==> config.mk <==
export PLATFORM = sky130hd
export DESIGN_NAME = idx_expand_ctrl
export DESIGN_NICKNAME = d
export VERILOG_FILES = /design/src/rtl/spmm_idx_pkg.sv /design/src/rtl/idx_expand_ctrl_cmp.sv /design/src/rtl/idx_expand_ctrl.sv
export SDC_FILE = /design/constraint.sdc
export NUM_CORES = 1
export LEC_CHECK = 0
export ABC_AREA = 1
export CAP_MARGIN = 20
export CELL_PAD_IN_SITES_DETAIL_PLACEMENT = 0
export CELL_PAD_IN_SITES_GLOBAL_PLACEMENT = 1
export CORE_UTILIZATION = 37
export CTS_CLUSTER_DIAMETER = 100
export DETAILED_ROUTE_END_ITERATION = 10
export PLACE_DENSITY_LB_ADDON = 0.1
export SYNTH_ARGS = -nofsm -noshare
export SYNTH_HDL_FRONTEND = slang
export SYNTH_SLANG_ARGS = --single-unit
==> constraint.sdc <==
create_clock -name clk -period 4.6 [get_ports clk]
set_input_delay 0.46 -clock clk [delete_from_list [all_inputs] [get_ports clk]]
set_output_delay 0.46 -clock clk [all_outputs]
set_load 0.01 [all_outputs]
==> src/rtl/spmm_idx_pkg.sv <==
// Shared types and constants for the sparse-row index expansion path.
package spmm_idx_pkg;

    // Comparator result codes, relative to the reference position.
    localparam logic [1:0] CMP_LT = 2'b01;  // reference position below input index
    localparam logic [1:0] CMP_EQ = 2'b10;  // reference position equals input index
    localparam logic [1:0] CMP_GT = 2'b11;  // reference position past input index

    typedef enum logic [2:0] {
        IDLE,
        EXPAND,
        FILL,
        DRAIN,
        DONE
    } ctrl_state_t;

endpackage

==> src/rtl/idx_expand_ctrl_cmp.sv <==
// Index comparator: classifies the reference position against an input index.
module idx_expand_ctrl_cmp
    import spmm_idx_pkg::*;
#(
    parameter int ip_width_param = 4
) (
    input  logic [ip_width_param-1:0] d0,
    input  logic [ip_width_param-1:0] d1_ref,
    output logic [1:0]                code
);

    // Pure combinational magnitude compare.
    always_comb begin
        if (d1_ref < d0) begin
            code = CMP_LT;
        end else if (d1_ref == d0) begin
            code = CMP_EQ;
        end else begin
            code = CMP_GT;
        end
    end

endmodule

==> src/rtl/idx_expand_ctrl.sv <==
// Expands one compressed sparse row into a dense, position-ordered stream.
module idx_expand_ctrl
    import spmm_idx_pkg::*;
#(
    parameter int IDX_W  = 4,
    parameter int DATA_W = 16
) (
    input  logic              clk,
    input  logic              rst_n,
    input  logic              start,
    input  logic [IDX_W:0]    row_len,
    input  logic              row_empty,
    output logic              busy,
    output logic              done,
    output logic              err,
    input  logic              in_valid,
    output logic              in_ready,
    input  logic [IDX_W-1:0]  in_idx,
    input  logic [DATA_W-1:0] in_data,
    input  logic              in_last,
    output logic              out_valid,
    input  logic              out_ready,
    output logic [IDX_W-1:0]  out_pos,
    output logic [DATA_W-1:0] out_data,
    output logic              out_hit,
    output logic              out_last
);

    ctrl_state_t    state;
    logic [IDX_W:0] pos;
    logic [IDX_W:0] len;
    logic [IDX_W:0] pos_inc;
    logic           in_done;    // final input element already consumed
    logic           last_done;  // out_last already handshaken (or row has no positions)
    logic [1:0]     cmp_code;
    logic           adv;
    logic           more_pos;
    logic           emit;
    logic           emit_hit;
    logic           drop;
    logic           in_take;
    logic           last_hs;
    logic           in_fin;
    logic           last_fin;

    idx_expand_ctrl_cmp #(
        .ip_width_param (IDX_W)
    ) u_cmp (
        .d0     (in_idx),
        .d1_ref (pos[IDX_W-1:0]),
        .code   (cmp_code)
    );

    assign busy = (state != IDLE);

    // Per-cycle decisions: what to emit, whether to take or drop the input.
    always_comb begin
        // NOTE: every signal written here gets a default first so no path infers a latch.
        adv      = !out_valid || out_ready;
        more_pos = pos < len;
        pos_inc  = pos + 1'b1;
        in_ready = 1'b0;
        emit     = 1'b0;
        emit_hit = 1'b0;
        drop     = 1'b0;
        case (state)
            EXPAND: begin
                if (in_valid && adv && more_pos) begin
                    case (cmp_code)
                        CMP_LT: emit = 1'b1;
                        CMP_EQ: begin
                            emit     = 1'b1;
                            emit_hit = 1'b1;
                            in_ready = 1'b1;
                        end
                        default: begin
                            drop     = 1'b1;
                            in_ready = 1'b1;
                        end
                    endcase
                end
            end
            FILL:    emit = adv && more_pos;
            DRAIN:   in_ready = !in_done;
            default: ;
        endcase
    end

    // Completion terms include handshakes happening this cycle so done lands one cycle later.
    assign in_take  = in_valid && in_ready;
    assign last_hs  = out_valid && out_ready && out_last;
    assign in_fin   = in_done || (in_take && in_last);
    assign last_fin = last_done || last_hs;

    // Sequencer state, position counter, sticky error and the single output register.
    always_ff @(posedge clk or negedge rst_n) begin
        if (!rst_n) begin
            state     <= IDLE;
            pos       <= '0;
            len       <= '0;
            in_done   <= 1'b0;
            last_done <= 1'b0;
            err       <= 1'b0;
            done      <= 1'b0;
            out_valid <= 1'b0;
            out_pos   <= '0;
            out_data  <= '0;
            out_hit   <= 1'b0;
            out_last  <= 1'b0;
        end else begin
            // NOTE: non-blocking assignments throughout, so later statements override earlier defaults cleanly.
            done <= 1'b0;
            if (adv) begin
                out_valid <= 1'b0;
            end
            if (emit) begin
                out_valid <= 1'b1;
                out_pos   <= pos[IDX_W-1:0];
                out_data  <= emit_hit ? in_data : '0;
                out_hit   <= emit_hit;
                out_last  <= (pos_inc == len);
                pos       <= pos_inc;
            end
            if (drop || (state == DRAIN && in_take)) begin
                err <= 1'b1;
            end
            if (in_take && in_last) begin
                in_done <= 1'b1;
            end
            if (last_hs) begin
                last_done <= 1'b1;
            end

            case (state)
                IDLE: begin
                    if (start) begin
                        err       <= 1'b0;
                        pos       <= '0;
                        len       <= row_len;
                        in_done   <= row_empty;
                        last_done <= (row_len == '0);
                        if (row_len == '0 && row_empty) begin
                            state <= DONE;
                            done  <= 1'b1;
                        end else if (row_len == '0) begin
                            state <= DRAIN;
                        end else if (row_empty) begin
                            state <= FILL;
                        end else begin
                            state <= EXPAND;
                        end
                    end
                end
                EXPAND: begin
                    if (in_take && in_last) begin
                        state <= FILL;
                    end else if (emit && pos_inc == len) begin
                        state <= DRAIN;
                    end
                end
                FILL, DRAIN: begin
                    if (in_fin && last_fin) begin
                        state <= DONE;
                        done  <= 1'b1;
                    end
                end
                DONE:    state <= IDLE;
                default: state <= IDLE;
            endcase
        end
    end

endmodule

# After elaboration in Yosys (flattened, before gate mapping)
# Index checks and enable logic that the tools add are counted.
# classes
eq_ne	10
n_reduce_logical	25
muxes	41
order_cmp	2
n_addsub	1
# op_table
operator	n
1-bit 2-to-1 mux	25
16-bit 2-to-1 mux	1
3-bit 2-to-1 mux	5
5-bit 2-to-1 mux	3
1-bit logical AND	11
3-bit case mux with 3 select lines	1
3-bit by 2-bit equality test with 1-bit output (second input constant)	2
2-bit 2-to-1 mux	3
1-bit case mux with 2 select lines	3
5-bit by 1-bit adder with 5-bit output (second input constant)	1
5-bit equality test	1
5-bit zero test	1
5-bit < comparator	1
4-bit equality test	1
1-bit logical OR	4
4-bit < comparator	1
2-bit inequality test (second input constant)	2
2-bit OR reduction	2
3-bit by 1-bit equality test with 1-bit output (second input constant)	1
3-bit zero test	1
3-bit inequality test (second input constant)	1
3-bit AND reduction	1
3-bit nonzero test	1
2-bit by 1-bit equality test with 1-bit output (second input constant)	1
other kinds (4)	5
# word_totals
in_bits	32
register_bits	40

# Longest topological paths before layout
# Gate-level depths: netlist (run 1).
# logic_depth
ltp_word	13
ltp_mapped	17
ltp_nobuf	17

# Cells and area by module
# A second synthesis (run 1) with hierarchy kept.
# unflattened
hier_cells	268
area_unflattened_um2	2210.9
# by_module_without_submodules
mod	area_each_um2	cells_each	seq_area_each_um2	n_inst
idx_expand_ctrl	2094.5	248	1001.0	1
idx_expand_ctrl_cmp	116.4	20	0.0	1

# Worst setup path after synthesis (run 1)
# No wires, ideal clock.
# synth_timing
path_type	register to register
from	reg pos[2]
to	reg state[0]
arrival_time_ps	1779
n_path_buf	0
slack_ps	2704
required_time_ps	4483
stages_incl_launch_ff	14
path_cell_list	dfrtp_1 ha_1 nand2_1 nand2_1 nand2_1 nand4_2 o21ai_2 nand3_2 nand2_1 nand2_2 nand2_4 nand2_2 nand2_1 nand2_1
# synth_between
elab_chain_cells	13
# synth_rtl
element	line	source
start: declaration	idx_expand_ctrl.sv:30	logic [IDX_W:0] pos;
start signal: assignment	idx_expand_ctrl.sv:122	pos <= pos_inc;
branches (longest 5 deep; another with 4-bit < comparator)	-	
1-bit 2-to-1 mux *	idx_expand_ctrl.sv:68	if (in_valid && adv && more_pos) begin
1-bit case mux with 2 select lines *	idx_expand_ctrl.sv:66	case (state)
net in_ready	idx_expand_ctrl.sv:17	output logic in_ready,
1-bit logical AND *	idx_expand_ctrl.sv:90	assign in_take = in_valid && in_ready;
1-bit logical AND *	idx_expand_ctrl.sv:92, idx_expand_ctrl.sv:155	
1-bit logical OR	idx_expand_ctrl.sv:92	assign in_fin = in_done || (in_take && in_last);
1-bit logical AND	idx_expand_ctrl.sv:162	if (in_fin && last_fin) begin
2-bit inequality test (no line)	-	
3-bit AND reduction (no line)	-	
end signal: assignment	idx_expand_ctrl.sv:98	state <= IDLE;
end signal: assignment	idx_expand_ctrl.sv:163	state <= DONE;
end signal: assignment	idx_expand_ctrl.sv:167	DONE: state <= IDLE;
end: declaration	idx_expand_ctrl.sv:29	ctrl_state_t state;
# Mark *: on every way through the listed nets, which the timed path passes.
# A chain may end at the register's enable or synchronous reset.

# Final worst setup path (run 1)
# layout_timing
from	in in_idx[3]
to	out in_ready
# layout_between
elab_chain_cells	7
# layout_rtl
element	line	source
start: declaration	idx_expand_ctrl.sv:18	input logic [IDX_W-1:0] in_idx,
branches (longest 2 deep; another with 4-bit < comparator)	-	
2-bit 2-to-1 mux *	idx_expand_ctrl_cmp.sv:14	if (d1_ref < d0) begin
2-bit by 1-bit equality test with 1-bit output *	idx_expand_ctrl.sv:69	case (cmp_code)
1-bit 2-to-1 mux *	idx_expand_ctrl.sv:69	
1-bit 2-to-1 mux *	idx_expand_ctrl.sv:68	
1-bit case mux with 2 select lines *	idx_expand_ctrl.sv:66	
end: declaration	idx_expand_ctrl.sv:17	
# Mark *: on every way between the ends.

==> results.json, run 1 <==
{
  "outcome": "complete, no violations",
  "final_hold_viol_count": 0,
  "gp_congestion": 0.7979,
  "port_buffers": 58,
  "grt_first_pass_wirelength_mm": 8.362,
  "slew_headroom_pct": 38.86,
  "grt_util_all_layers_pct": 17.91,
  "setup_violations": 0,
  "synth_top_area_share_pct": 47.56,
  "combPwrFrac_pct": 49.2,
  "num_vias": 1859,
  "core_area_sq_um": 5507,
  "setup_tns_ns": 0,
  "wire_per_inst_um": 11.98,
  "synth_fa_ha_area_share_pct": 7.134,
  "fin_hold_ws_ns": 0.2988,
  "rsz0062_at_grt": "no",
  "cts_hold_buf": 0,
  "synth.most_common_cell": "nand2_1",
  "cts-root-buf": "clkbuf_8",
  "clk_path_buf_depth": 2,
  "synth_warnings": 0,
  "timing.max_cap.violations": 0,
  "final_nets": 366,
  "worst_slew_pin_slew_ns": 0.9171,
  "p_int_mw": 0.8590,
  "synth-edff-count": 0,
  "rows": 27,
  "p_clk_share_pct": 14.7,
  "cts_setup_buffers": 0,
  "power_leakage_nw": 1.418,
  "maxSlewViolCount": 0,
  "critPathCaptureType": "primary output",
  "die_height_um": 77.42,
  "ys_types": 27,
  "die_w_um": 77.42,
  "seq_area_frac_synth_pct": 47.56,
  "fin_crit_sh_pct": 60.76,
  "htree_levels": 2,
  "cts_tree": "yes",
  "synth_cells": 263,
  "peakVddDrop_uv": 242.8,
  "start_kind": "input port",
  "drt_pass1_iterations": 4,
  "grt_start_max_net_pins": 41,
  "ys_top_cells_by_area": "dfrtp_1 48%, nand2_1 14%, ha_1 7.1%",
  "layout-drive-gt1-share_pct": 6.832,
  "hold_path_class": "in2async",
  "drt-total-wl_mm": 4.722,
  "cp.arrival_ns": 2.34,
  "pwr_density_cell_nw_per_um2": 534.3,
  "fill_cells": 551,
  "path_class": "in2out",
  "synthSimpleGateAreaFrac_pct": 28.66,
  "initial_core_util_pct": 38.22,
  "io_pins": 59,
  "clk_pin_slew_worst_paths_ns": 0.07,
  "routed_via_density": 4.718,
  "async_reset_ff_share_pct": 100.0,
  "path_max_fanout": 3,
  "switching_share_pct": 43.05,
  "synthMuxAreaShare_pct": 0,
  "fin_crit_ns": 2.795,
  "netlist_area_sq_um": 2105,
  "place_area_sq_um": 2745,
  "hpwl_mm": 3.379,
  "clk_latency_ns": 0.29,
  "grt_overflow": 0,
  "first_global_vias": 1754,
  "switching_power_mw": 0.6493,
  "drtAntennaViolNets": 0,
  "synthToLayoutAreaGrowth_pct": 34.13,
  "synth_xor_area_share_pct": 0.4162,
  "synth_top_family_by_area": "simple AND/OR/NAND/NOR gates",
  "clock_sinks": 40,
  "required_ns": 4.14,
  "cts_made_buffers": 5,
  "antenna_found_initial": 0,
  "synth_area_leader_cell": "dfrtp_1",
  "p_seq_share_pct": 36.0,
  "drc": 0,
  "synth_common_cells": "80 x nand2_1, 40 x dfrtp_1, 32 x inv_1",
  "synth_compound_area_share_pct": 8.264,
  "synth_seq_cells": 40,
  "cts_resized": 0,
  "syn_avg_cell_area_sq_um": 8.002,
  "drt_iter0_markers": 68,
  "fin_skew_ns": 0.005369,
  "postLayoutCellArea_sq_um": 2823,
  "diodes": 0,
  "synth_nets": 307,
  "max_freq_ghz": 0.3578,
  "dieArea_sq_um": 5994,
  "ys.flop_type": "dfrtp_1"
}
==> routing by layer <==
| metal | GRT usage (%) | vias up | routed length (um) |
|---|---|---|---|
| met3 | 4.235 | 6 | 257 |
| met5 | 0 | - | 0 |
| met2 | 26.90 | 49 | 2078 |
| met1 | 25.15 | 838 | 2314 |
| li1 | - | 966 | - |
| met4 | 6.226 | 0 | 71 |
==> layout by cell type (no fill, tap or decap) <==
| cell | count |
|---|---|
| nand2_1 | 80 |
| clkdlybuf4s50_1 | 57 |
| dfrtp_1 | 40 |
| inv_1 | 32 |
| nand3_1 | 27 |
| nor2_1 | 15 |
| ha_1 | 12 |
| o21ai_0 | 10 |
| a21oi_1 | 9 |
| nand4_1 | 5 |
| o21ai_1 | 5 |
| clkbuf_8 | 5 |
| nand2_2 | 3 |
| inv_2 | 3 |
| o21ai_2 | 2 |
| a31oi_1 | 2 |
| nor3_4 | 1 |
| nand4_2 | 1 |
| nand3_2 | 1 |
| nor3_1 | 1 |
| xor2_1 | 1 |
| o21bai_1 | 1 |
| a31o_2 | 1 |
| nand2_4 | 1 |
| clkinv_1 | 1 |
| nor2_2 | 1 |
| o31ai_1 | 1 |
| clkinv_2 | 1 |
| clkbuf_1 | 1 |
| buf_2 | 1 |
| buf_4 | 1 |
==> per-stage QoR <==
| stage | total power [mW] | util (%) | cells | worst slack [ns] |
|---|---|---|---|---|
| 2_1_floorplan | 1.045 | - | 263 | 2.704 |
| 3_3_place_gp | 1.294 | 49.85 | 387 | 1.803 |
| 3_5_place_dp | 1.302 | 49.85 | 387 | 1.810 |
| 4_1_cts | 1.533 | 51.26 | 394 | 1.797 |
| 5_1_grt | 1.665 | 51.26 | 394 | 1.667 |
| 6_report | 1.508 | 51.26 | 394 | 1.805 |
==> sequential cells by signal (all words and copies together), names as in the netlist <==
name       count
done           1
err            1
in_done        1
last_done      1
len            5
out_data      16
out_hit        1
out_last       1
out_pos        4
out_valid      1
pos            5
state          3
==> cells by family after synthesis <==
group / after synthesis
AO/OA/AOI/OAI: 31
AND/OR/NAND/NOR: 136
XOR/XNOR: 1
adder cells (fa/ha/maj): 12
flip-flops: 40
buffers and inverters: 43
==> final cells by class <==
class	instances	area (sq um)	area share, %
Clock inverter	1	5.005	0.1773
Tap cell	72	90.09	3.191
Timing Repair Buffer	59	583.1	20.66
Clock buffer	6	72.57	2.571
Sequential cell	40	1001	35.46
Inverter	36	135.1	4.787
Multi-Input combinational cell	180	935.9	33.16
==> worst max-delay path, stage by stage <==
cell             delay, ns
clkdlybuf4s50_1       0.45
inv_1                 0.04
ha_1                  0.28
nand2_1               0.05
inv_1                 0.06
nand2_1               0.05
nand2_1               0.10
nand2_2               0.08
o21ai_2               0.21
clkdlybuf4s50_1       0.57
==> final timing paths <==
check	from	endpoint	slack (ns)	depth (start not counted)
max reg2reg	pos[2]$_DFF_PN0_	pos[1]$_DFF_PN0_	2.23	10
max	in_idx[3]	in_ready	1.80	10
min	rst_n	len[0]$_DFFE_PN0P_	0.30	1
min in group clk	out_data[14]$_DFFE_PN0N_	out_data[14]$_DFFE_PN0N_	0.48	2
min reg2reg	out_data[14]$_DFFE_PN0N_	out_data[14]$_DFFE_PN0N_	0.48	2
max in group asynchronous	rst_n	out_data[8]$_DFFE_PN0N_	3.73	1
==> power groups by stage <==
| stage | registers, mW | logic [mW] | clock network [mW] |
|---|---|---|---|
| after floorplan | 0.547 | 0.498 | 0 |
| after global placement | 0.549 | 0.745 | 0 |
| after detailed placement | 0.551 | 0.751 | 0 |
| after CTS | 0.545 | 0.756 | 0.233 |
| after global routing | 0.560 | 0.861 | 0.244 |
| final | 0.543 | 0.743 | 0.222 |
Note: power is estimated with default switching activity, not from simulation.
==> inputs of run 2 (changes only) <==
--- a/config.mk
+++ b/config.mk
@@ -9,7 +9,7 @@
 export CAP_MARGIN = 20
 export CELL_PAD_IN_SITES_DETAIL_PLACEMENT = 0
 export CELL_PAD_IN_SITES_GLOBAL_PLACEMENT = 1
-export CORE_UTILIZATION = 37
+export CORE_UTILIZATION = 34
 export CTS_CLUSTER_DIAMETER = 100
 export DETAILED_ROUTE_END_ITERATION = 10
 export PLACE_DENSITY_LB_ADDON = 0.1
==> constraint.sdc (replaced) <==
create_clock -name clk -period 2.65 [get_ports clk]
set_input_delay 0.265 -clock clk [delete_from_list [all_inputs] [get_ports clk]]
set_output_delay 0.265 -clock clk [all_outputs]
set_load 0.01 [all_outputs]
==> results.json, run 2 (same netlist as run 1, synthesis figures left out) <==
{
  "cts_made_buffers": 5,
  "slew_headroom_pct": 39.70,
  "layout_common_cells": "80 x nand2_1, 56 x clkdlybuf4s50_1, 39 x dfrtp_1, 32 x inv_1, 27 x nand3_1",
  "wire_per_inst_um": 11.80,
  "io_pins": 59,
  "required_ns": 2.38,
  "hold_path_class": "in2async",
  "grt_start_max_net_pins": 41,
  "rows": 28,
  "drtAntennaViolNets": 0,
  "timing.final.ws_setup_ns": 0.5343,
  "layout_commonest_cell": "nand2_1",
  "setup_violations": 0,
  "rsz0062_at_grt": "no",
  "fill_cells": 629,
  "drt_pass1_iterations": 4,
  "max_freq_ghz": 0.4727,
  "layout-drive-gt1-share_pct": 8.615,
  "grt_first_pass_wirelength_mm": 7.631,
  "cpPeakStageDelay_ns": 0.48,
  "final_hold_viol_count": 0,
  "maxSlewViolCount": 0,
  "drt-total-wl_mm": 4.718,
  "critPathTopFamily": "flip-flops",
  "cts-root-buf": "clkbuf_8",
  "pre_cts_ws_ns": 0.2295,
  "fin_skew_ns": 0.003735,
  "path_class": "reg2out",
  "peakVddDrop_uv": 428.9,
  "dieArea_sq_um": 6508,
  "die_w_um": 80.68,
  "path_max_fanout": 9,
  "setup_tns_ns": 0,
  "outcome": "complete, no violations",
  "cp.arrival_ns": 1.85,
  "timing.max_cap.violations": 0,
  "start_kind": "flip-flop",
  "routed_via_density": 4.540,
  "htree_levels": 2,
  "first_global_vias": 1645,
  "antenna_found_initial": 0,
  "fin_util_pct": 48.66,
  "pwr_density_cell_nw_per_um2": 968.3,
  "die_height_um": 80.68,
  "worst_slew_pin_slew_ns": 0.9045,
  "diodes": 0,
  "final_nets": 368,
  "critPathBufInv": 1,
  "fin_crit_sh_pct": 79.84,
  "clk_path_buf_depth": 2,
  "slowest_stage": "dfrtp_2",
  "drc": 0,
  "cts_tree": "yes",
  "gp_congestion": 0.7806,
  "initial_core_util_pct": 35.34,
  "drt_iter0_markers": 60,
  "num_vias": 1816,
  "grt_util_all_layers_pct": 15.56,
  "fin_crit_ns": 2.116,
  "largest_reg_flops": 16,
  "cts_setup_buffers": 0,
  "grt_overflow": 0,
  "critPathCaptureType": "primary output",
  "port_buffers": 58,
  "clk_latency_ns": 0.29,
  "core_area_sq_um": 5956,
  "power_leakage_nw": 1.469,
  "clock_sinks": 40,
  "cp_cell_sequence": "ha_1, nand2_1, nand2_1, nand2_1, nand4_2, o21ai_2, dlymetal6s2s_1",
  "cp_common_cell": "nand2_1",
  "hpwl_mm": 3.398,
  "clk_pin_slew_worst_paths_ns": 0.08,
  "synthToLayoutAreaGrowth_pct": 37.69,
  "top_register": "out_data",
  "reg_top3": "out_data: 16 flops, len: 5 flops, pos: 5 flops"
}
run 2: worst paths after layout:
kind                                          from                       to  slack [ns]  depth (start not counted)
setup reg to reg                  pos[2]$_DFF_PN0_         pos[1]$_DFF_PN0_        0.60                          9
setup / recovery                  pos[2]$_DFF_PN0_                 in_ready        0.53                          7
hold / removal                               rst_n   out_pos[1]$_DFFE_PN0N_        0.09                          1
max in group asynchronous                    rst_n         pos[2]$_DFF_PN0_        1.94                          1
min in group clk           out_data[6]$_DFFE_PN0N_  out_data[6]$_DFFE_PN0N_        0.48                          2
hold reg to reg            out_data[6]$_DFFE_PN0N_  out_data[6]$_DFFE_PN0N_        0.48                          2
run 2: per-layer routing:
layer	vias to the layer above	wire length [um]	GRT usage, %
li1	969	-	-
met1	798	2365	21.33
met2	43	2043	23.64
met3	6	242	3.864
met4	0	67	5.357
met5	-	0	0
run 2: report_power, final:
part	leakage, nW	switching [mW]	internal [mW]	total [mW]
combinational	0.875	0.782	0.536	1.32
sequential	0.530	0.150	0.789	0.940
clock	0.0645	0.216	0.332	0.548
run 2: repair_timing:
item                                    CTS  global route
resized for setup                         0             3
hold buffers                              0             0
endpoints found under the setup margin    0             1
run 2: layout make-up:
| cell class | instances | area (sq um) | share of cell area (%) |
|---|---|---|---|
| inverters | 36 | 135.1 | 4.663 |
| clock inverters | 1 | 30.03 | 1.036 |
| flip-flops and latches | 40 | 1002 | 34.59 |
| clock buffers | 7 | 96.34 | 3.325 |
| multi-input cells | 180 | 939.7 | 32.43 |
| well taps | 75 | 93.84 | 3.238 |
| repair buffers | 61 | 600.6 | 20.73 |
run 2: stage by stage:
step / std cells / area, sq um / hold slack (ns) / total power, mW
after floorplan: 263 / 2105 / -0.03059 / 1.813
after global placement: 392 / 2764 / 0.4529 / 2.269
final: 400 / 2898 / 0.09258 / 2.806
after CTS: 400 / 2890 / 0.1282 / 2.834
after global routing: 400 / 2898 / 0.1696 / 3.064
after detailed placement: 392 / 2764 / 0.4527 / 2.273
==> inputs of run 3 (changes only) <==
==> constraint.sdc (replaced) <==
create_clock -name clk -period 2 [get_ports clk]
set_input_delay 0.2 -clock clk [delete_from_list [all_inputs] [get_ports clk]]
set_output_delay 0.2 -clock clk [all_outputs]
set_load 0.01 [all_outputs]
==> results.json, run 3 (same netlist as run 1, synthesis figures left out) <==
{
  "pre_cts_ws_ns": -0.2393,
  "final_nets": 392,
  "hold_path_class": "in2async",
  "layout-drive-gt1-share_pct": 21.49,
  "max_freq_ghz": 0.5062,
  "die_height_um": 80.68,
  "grt_util_all_layers_pct": 16.72,
  "path_class": "reg2out",
  "crit_path_start": "pos[1]$_DFF_PN0_",
  "synthToLayoutAreaGrowth_pct": 55.47,
  "drt-total-wl_mm": 5.130,
  "io_pins": 59,
  "diodes": 0,
  "first_global_vias": 1783,
  "drc": 0,
  "fin_util_pct": 54.94,
  "rows": 28,
  "cpPeakStageDelay_ns": 0.48,
  "setup_tns_ns": 0,
  "reg_top3": "out_data: 16 flops, len: 5 flops, pos: 5 flops",
  "layout_common_cells": "72 x nand2_1, 56 x clkdlybuf4s50_1, 37 x dfrtp_1, 29 x inv_1, 24 x nand3_1",
  "postLayoutCellArea_sq_um": 3272,
  "gp_congestion": 0.7767,
  "initial_core_util_pct": 35.34,
  "cts_made_buffers": 5,
  "routed_via_density": 4.608,
  "placed_cells": 411,
  "fin_crit_ns": 1.976,
  "outcome": "complete, no violations",
  "cts-root-buf": "clkbuf_8",
  "fin_hold_ws_ns": 0.3900,
  "required_ns": 1.80,
  "drtAntennaViolNets": 0,
  "final_hold_viol_count": 0,
  "power_mw": 4.359,
  "fin_skew_ns": 0.003763,
  "timing.max_cap.violations": 0,
  "clock_sinks": 40,
  "largest_reg_flops": 16,
  "cts_tree": "yes",
  "layout_commonest_cell": "nand2_1",
  "r2r_cells": 15,
  "drt_iter0_markers": 108,
  "peakVddDrop_uv": 644.1,
  "port_buffers": 58,
  "timing.final.ws_setup_ns": 0.02447,
  "pwr_density_cell_nw_per_um2": 1332,
  "num_vias": 1954,
  "start_kind": "flip-flop",
  "fill_cells": 598,
  "cp.arrival_ns": 1.78,
  "grt_first_pass_wirelength_mm": 8.293,
  "htree_levels": 2,
  "wire_per_inst_um": 12.10,
  "maxSlewViolCount": 0,
  "path_max_fanout": 5,
  "worst_slew_pin_slew_ns": 0.4720,
  "rr_startpoint": "pos[1]$_DFF_PN0_",
  "place_area_sq_um": 2944,
  "cp.depth": 9,
  "antenna_found_initial": 0,
  "hpwl_mm": 3.620,
  "cp_common_cell": "nand2_2",
  "slowest_stage": "dfrtp_2",
  "critPathTopFamily": "flip-flops",
  "top_register": "out_data",
  "drt_pass1_iterations": 4,
  "dieArea_sq_um": 6508,
  "grt_overflow": 0,
  "grt_start_max_net_pins": 24,
  "critPathCaptureType": "primary output",
  "clk_path_buf_depth": 2,
  "slew_headroom_pct": 68.53,
  "clk_latency_ns": 0.29,
  "power_leakage_nw": 1.586,
  "setup_violations": 0,
  "cp_cell_sequence": "ha_4, nand2_2, nand2_1, nand2_1, nand2_2, nand2_2, o21ai_2, buf_4, buf_6",
  "fin_cells": 424,
  "clk_pin_slew_worst_paths_ns": 0.08,
  "die_w_um": 80.68,
  "rsz0062_at_grt": "yes",
  "fin_crit_sh_pct": 98.78,
  "core_area_sq_um": 5956,
  "critPathBufInv": 2
}
[run 3: report_power, final]
group	switching (mW)	internal (mW)	total, mW
Sequential	0.198	1.05	1.25
Clock	0.283	0.440	0.724
Combinational	1.26	1.13	2.39
Total	1.74	2.62	4.36
[run 3: worst reg2reg max path, stage by stage, from the launching register on]
cell and delay (ns):
dfrtp_2 0.48, ha_4 0.30, nand2_2 0.04, nand2_1 0.05, nand2_1 0.06, nand2_2 0.08
nand2_2 0.06, o21ai_2 0.18, buf_6 0.13, nand3_4 0.07, nand2_2 0.08, nand2_2 0.06
nand2_4 0.07, nand2_4 0.05, nand2_2 0.04, nand2_1 0.04
[run 3: worst paths after layout]
path,to,slack [ns]
min,out_pos[1]$_DFFE_PN0N_,0.39
min reg2reg,out_hit$_DFFE_PN0N_,0.47
max in group asynchronous,pos[3]$_DFF_PN0_,1.12
max reg2reg,state[0]$_DFFE_PN0P_,0.07
max,in_ready,0.02
min in group clk,out_data[7]$_DFFE_PN0N_,0.46
[run 3: what timing repair did]
item,4_1_cts,5_1_grt
pin swaps,1,13
resized for setup,8,30
endpoints found under the hold margin,17,0
setup buffers,0,4
endpoints found under the setup margin,2,32
hold buffers,1,0
[run 3: cell type report]
type / instances / area, sq um / area share, %
multi-input cells: 180 / 1081 / 33.04
well taps: 75 / 93.84 / 2.868
clock buffers: 7 / 96.34 / 2.945
repair buffers: 85 / 830.8 / 25.39
clock inverters: 1 / 30.03 / 0.9178
inverters: 36 / 135.1 / 4.130
flip-flops and latches: 40 / 1005 / 30.71
[run 3: per-layer routing]
metal	vias up	share of wire, %	GRT usage, %
met5	-	0	0
met3	7	5.3	4.205
li1	1018	-	-
met2	51	45	25.76
met4	0	1.0	5.714
met1	878	48	22.61
